### config.mk
export PLATFORM = sky130hd
export DESIGN_NAME = service_requester
export DESIGN_NICKNAME = d
export VERILOG_FILES = /design/src/rtl/service_pkg.sv /design/src/rtl/sync_2ff.sv /design/src/rtl/service_requester.sv
export SDC_FILE = /design/constraint.sdc
export NUM_CORES = 1
export LEC_CHECK = 0
export CAP_MARGIN = 5
export CORE_MARGIN = 8
export CORE_UTILIZATION = 56
export CTS_CLUSTER_SIZE = 10
export DETAILED_ROUTE_END_ITERATION = 16
export PLACE_DENSITY = 0.84
export SLEW_MARGIN = 5
export SYNTH_ARGS = -nofsm -noshare
export SYNTH_HDL_FRONTEND = slang
export SYNTH_HIERARCHICAL = 1
export SYNTH_SLANG_ARGS = --single-unit
### constraint.sdc
create_clock -name CLK -period 2.6 [get_ports CLK]
set_input_delay 0.39 -clock CLK [delete_from_list [all_inputs] [get_ports CLK]]
set_output_delay 0.39 -clock CLK [all_outputs]
set_load 0.1 [all_outputs]
### src/rtl/service_pkg.sv
// Shared types and defaults for the service requester: FSM state encoding,
// bus widths and the saturating serve-count helper.
package service_pkg;

    localparam int unsigned INIT_PW_DEF  = 2;
    localparam int unsigned OPEN_TMO_DEF = 16;
    localparam int unsigned LEN_W        = 8;
    localparam int unsigned TMR_W        = 8;

    localparam logic [LEN_W-1:0] SERVE_MAX = '1;

    typedef enum logic [2:0] {
        IDLE,
        PULSE,
        WAIT_OPEN,
        SERVE,
        CLOSE
    } sr_state_e;

    // Increment that sticks at SERVE_MAX instead of wrapping.
    function automatic logic [LEN_W-1:0] sat_inc(input logic [LEN_W-1:0] v);
        return (v == SERVE_MAX) ? v : v + LEN_W'(1);
    endfunction

endpackage

### src/rtl/sync_2ff.sv
// Two-flop synchronizer for the window status line; only compiled when
// SR_SYNC_EN is defined, since the requester instantiates it only then.
`ifdef SR_SYNC_EN
module sync_2ff #(
    parameter logic RST_VAL = 1'b1
) (
    input  logic clk_i,
    input  logic rst_n_i,
    input  logic d_i,
    output logic q_o
);

    logic meta_q;
    logic sync_q;

    always_ff @(posedge clk_i) begin
        if (!rst_n_i) begin
            meta_q <= RST_VAL;
            sync_q <= RST_VAL;
        end else begin
            meta_q <= d_i;
            sync_q <= meta_q;
        end
    end

    assign q_o = sync_q;

endmodule
`endif

### src/rtl/service_requester.sv
// Client-side requester: accepts a request, pulses INIT to the service window,
// grants while the window is open and reports the served cycle count.
// Define SR_SYNC_EN to pass SW_STAT through a 2-flop synchronizer first.
module service_requester
    import service_pkg::*;
#(
    parameter int unsigned INIT_PW  = INIT_PW_DEF,
    parameter int unsigned OPEN_TMO = OPEN_TMO_DEF
) (
    input  logic             CLK,
    input  logic             RSTN,
    input  logic             REQ,
    input  logic [LEN_W-1:0] REQ_LEN,
    output logic             ACK,
    output logic             INIT,
    output logic [LEN_W-1:0] SWLEN,
    input  logic             SW_STAT,
    output logic             GRANT,
    output logic             DONE,
    output logic             TIMEOUT,
    output logic [LEN_W-1:0] SERVED,
    output logic             BUSY
);

    logic sw_stat_s;

`ifdef SR_SYNC_EN
    sync_2ff #(
        .RST_VAL(1'b1)
    ) u_sync (
        .clk_i  (CLK),
        .rst_n_i(RSTN),
        .d_i    (SW_STAT),
        .q_o    (sw_stat_s)
    );
`else
    assign sw_stat_s = SW_STAT;
`endif

    sr_state_e        state_q;
    logic             ack_q;
    logic             init_q;
    logic [LEN_W-1:0] swlen_q;
    logic             grant_q;
    logic             done_q;
    logic             timeout_q;
    logic [LEN_W-1:0] served_q;
    logic             busy_q;
    logic [TMR_W-1:0] tmr_q;
    logic [LEN_W-1:0] serve_cnt_q;

    // Shared timer counts INIT pulse width in PULSE and open wait in WAIT_OPEN.
    // The serve counter starts at 1 so it equals GRANT-high cycles at close.
    always_ff @(posedge CLK) begin
        if (!RSTN) begin
            state_q     <= IDLE;
            ack_q       <= 1'b0;
            init_q      <= 1'b1;
            swlen_q     <= '0;
            grant_q     <= 1'b0;
            done_q      <= 1'b0;
            timeout_q   <= 1'b0;
            served_q    <= '0;
            busy_q      <= 1'b0;
            tmr_q       <= '0;
            serve_cnt_q <= '0;
        end else begin
            ack_q     <= 1'b0;
            done_q    <= 1'b0;
            timeout_q <= 1'b0;
            case (state_q)
                IDLE: begin
                    if (REQ) begin
                        ack_q  <= 1'b1;
                        busy_q <= 1'b1;
                        tmr_q  <= '0;
                        if (REQ_LEN != '0) begin
                            swlen_q <= REQ_LEN;
                            init_q  <= 1'b0;
                            state_q <= PULSE;
                        end else begin
                            served_q <= '0;
                            state_q  <= CLOSE;
                        end
                    end
                end
                PULSE: begin
                    if (tmr_q == TMR_W'(INIT_PW - 1)) begin
                        init_q  <= 1'b1;
                        tmr_q   <= '0;
                        state_q <= WAIT_OPEN;
                    end else begin
                        tmr_q <= tmr_q + TMR_W'(1);
                    end
                end
                WAIT_OPEN: begin
                    if (!sw_stat_s) begin
                        grant_q     <= 1'b1;
                        serve_cnt_q <= LEN_W'(1);
                        state_q     <= SERVE;
                    end else if (tmr_q == TMR_W'(OPEN_TMO - 1)) begin
                        timeout_q <= 1'b1;
                        served_q  <= '0;
                        busy_q    <= 1'b0;
                        state_q   <= IDLE;
                    end else begin
                        tmr_q <= tmr_q + TMR_W'(1);
                    end
                end
                SERVE: begin
                    if (sw_stat_s) begin
                        grant_q  <= 1'b0;
                        served_q <= serve_cnt_q;
                        state_q  <= CLOSE;
                    end else begin
                        serve_cnt_q <= sat_inc(serve_cnt_q);
                    end
                end
                CLOSE: begin
                    done_q  <= 1'b1;
                    busy_q  <= 1'b0;
                    state_q <= IDLE;
                end
                default: begin
                    busy_q  <= 1'b0;
                    state_q <= IDLE;
                end
            endcase
        end
    end

    assign ACK     = ack_q;
    assign INIT    = init_q;
    assign SWLEN   = swlen_q;
    assign GRANT   = grant_q;
    assign DONE    = done_q;
    assign TIMEOUT = timeout_q;
    assign SERVED  = served_q;
    assign BUSY    = busy_q;

endmodule

==> reports/metrics.cfg <==
[detailed_routing]
drt_pass1_iterations=4
avgRoutedWirePerCell_um=14.7
routed_wl_mm=4.37
via_count=1734
drtIter0Drc=102
drc_errors=0
via_per_inst=5.84
ant_nets=0

[final_layout]
antenna_cells=0
num-nets-final=265
final_layout_size_suffix_gt1_share_pct=17.1
area_growth_pct=19.0
layout_commonest_cell=dfxtp_1
design_area_um2=2340
final_cell_mix=41 x dfxtp_1, 26 x buf_4, 24 x nand2_1

[synth]
synth_edf_count=0
syn_inst=215
netlist_area_um2=1960
avgSynthCellArea_um2=9.14
synth.distinct_cells=50
synthFlopType=dfxtp_1
ys_seq_elements=41
async_flop_share_pct=0
ys_warn_count=6
ys_seq_area_share_pct=41.8
syn_nets=230

[timing]
clock.fmax_mhz=480
rsz0062_at_grt=no
period_share_pct=80.1
slew_headroom_pct=57.4
tightest_slew_ns=0.635
setup_viol=0
fin_crit_ns=2.08
hold_viol=0
finalMaxSlewViolations=0
setup-tns-final_ns=0
clock_skew_ns=0.00393

[power_and_ir_drop]
leakage_nw=0.893
peakVddDrop_v=0.000410
power.density_nw_per_um2=682

[placement]
io_buffer_count=33
gp_congestion=0.786
placed_cell_area_um2=2290
hpwl_mm=3.20

[global_routing]
grt_max_degree=20
grt_overflow=0
grt_usage_pct=16.7
first_global_vias=1664
antenna_found_initial=0
grt_pass1_wl_mm=7.36

[clocking]
cts_buffer_depth=2
cts_sinks=41
cts.repair.resized=0
post-cts-setup-buffers=0
path_clk_slew_ns=0.11
cts_hold_buf=0
cts_tree=done
h-tree-depth=2
cts_root_buffer=clkbuf_4
clock_latency_ns=0.34
cts_buffers=5

[worst_setup_path]
crit_fanout=18
worstSetupPathType=reg2reg
startpoint_type=register
crit_path_end_kind=register
worst_ep_arrival_time_ns=2.36
critPathRequiredTime_ns=2.88

[floorplanning]
coreArea_um2=3360
row_count=21
pin_count=34
dieArea_um2=5660
die_x_um=75.2
die_y_um=75.2
start_util_pct=58.4

[hold_path]
hp-class=reg2reg

[flow_run]
maxCapViolCount=0

[status]
status=finished clean

[power by group]
group          switching, W  internal [W]
Combinational      0.000380      0.000182
Sequential        0.0000621      0.000672
Clock              0.000191      0.000108
[Yosys cell counts, drive strengths merged, types with 4 or more instances]
master	instances	area share, %
or3	6	1.9
nand2	25	4.9
dfxtp	41	42
inv	8	1.5
o31ai	10	4.1
or4	9	3.6
mux2i	16	8.2
nand3	7	1.8
buf	5	1.2
o21ai	6	1.5
nor2	18	3.4
clkbuf	4	0.76
a21oi	17	4.3
[flip-flops by register name, summed over array words and instances, names as in the netlist]
signal	flops
state_q	3
SERVED	8
TIMEOUT	1
ACK	1
INIT	1
DONE	1
SWLEN	8
tmr_q	8
serve_cnt_q	8
BUSY	1
GRANT	1
[path summary, 6_finish.rpt]
path,start,to,slack [ns],cells past startpoint
max,state_q[1],tmr_q[7],0.52,4
max reg2reg,state_q[1],tmr_q[7],0.52,4
min reg2reg,SERVED[2],SERVED[2],0.47,2
min,SERVED[2],SERVED[2],0.47,2
[worst max-delay path: stages, from the launching register on]
cell and delay [ns]:
dfxtp_1 0.70, nand2_2 0.19, o32a_4 0.44, or4_1 0.52
a21oi_1 0.17
[kinds of logic (layout without fill, tap and decap cells)]
| logic type | Yosys count | count (layout) | share of synthesized area, % |
|---|---|---|---|
| and+or+nand+nor | 88 | 88 | 24.5 |
| AOI/OAI and AO/OA | 49 | 49 | 19.7 |
| DFF | 41 | 41 | 41.8 |
| buffers and inverters | 17 | 53 | 3.50 |
| muxes | 16 | 16 | 8.15 |
| adders and majority gates | 3 | 3 | 1.91 |
| xor gates and xnor gates | 1 | 1 | 0.446 |
[routing by layer]
metal,wire length [um],part of all wire (%),GRT usage (%)
met4,46,1.1,5.76
met1,2030,47,20.5
met3,334,7.6,6.52
met2,1950,45,25.7
met5,0,0,0
[layout make-up]
cell class | instances | area (um2)
Timing Repair Buffer | 37 | 305
Inverter | 8 | 30.0
Sequential cell | 41 | 821
Clock buffer | 8 | 48.8
Tap cell | 46 | 57.6
Fill cell | 297 | 1030
Multi-Input combinational cell | 157 | 1070
[through the flow]
| stage | setup slack [ns] | cells | hold slack (ns) | power (W) | util, % |
|---|---|---|---|---|---|
| 4_1_cts | 0.520 | 297 | 0.468 | 0.00160 | 69.5 |
| 3_5_place_dp | 0.213 | 289 | 0.453 | 0.00131 | 68.0 |
| 6_report | 0.517 | 297 | 0.468 | 0.00159 | 69.5 |
| 2_1_floorplan | 0.772 | 215 | 0.449 | 0.00118 | - |
| 3_3_place_gp | 0.259 | 289 | 0.446 | 0.00130 | 68.0 |
| 5_1_grt | 0.338 | 297 | 0.487 | 0.00168 | 69.5 |
Note: power is estimated with default switching activity, not from simulation.
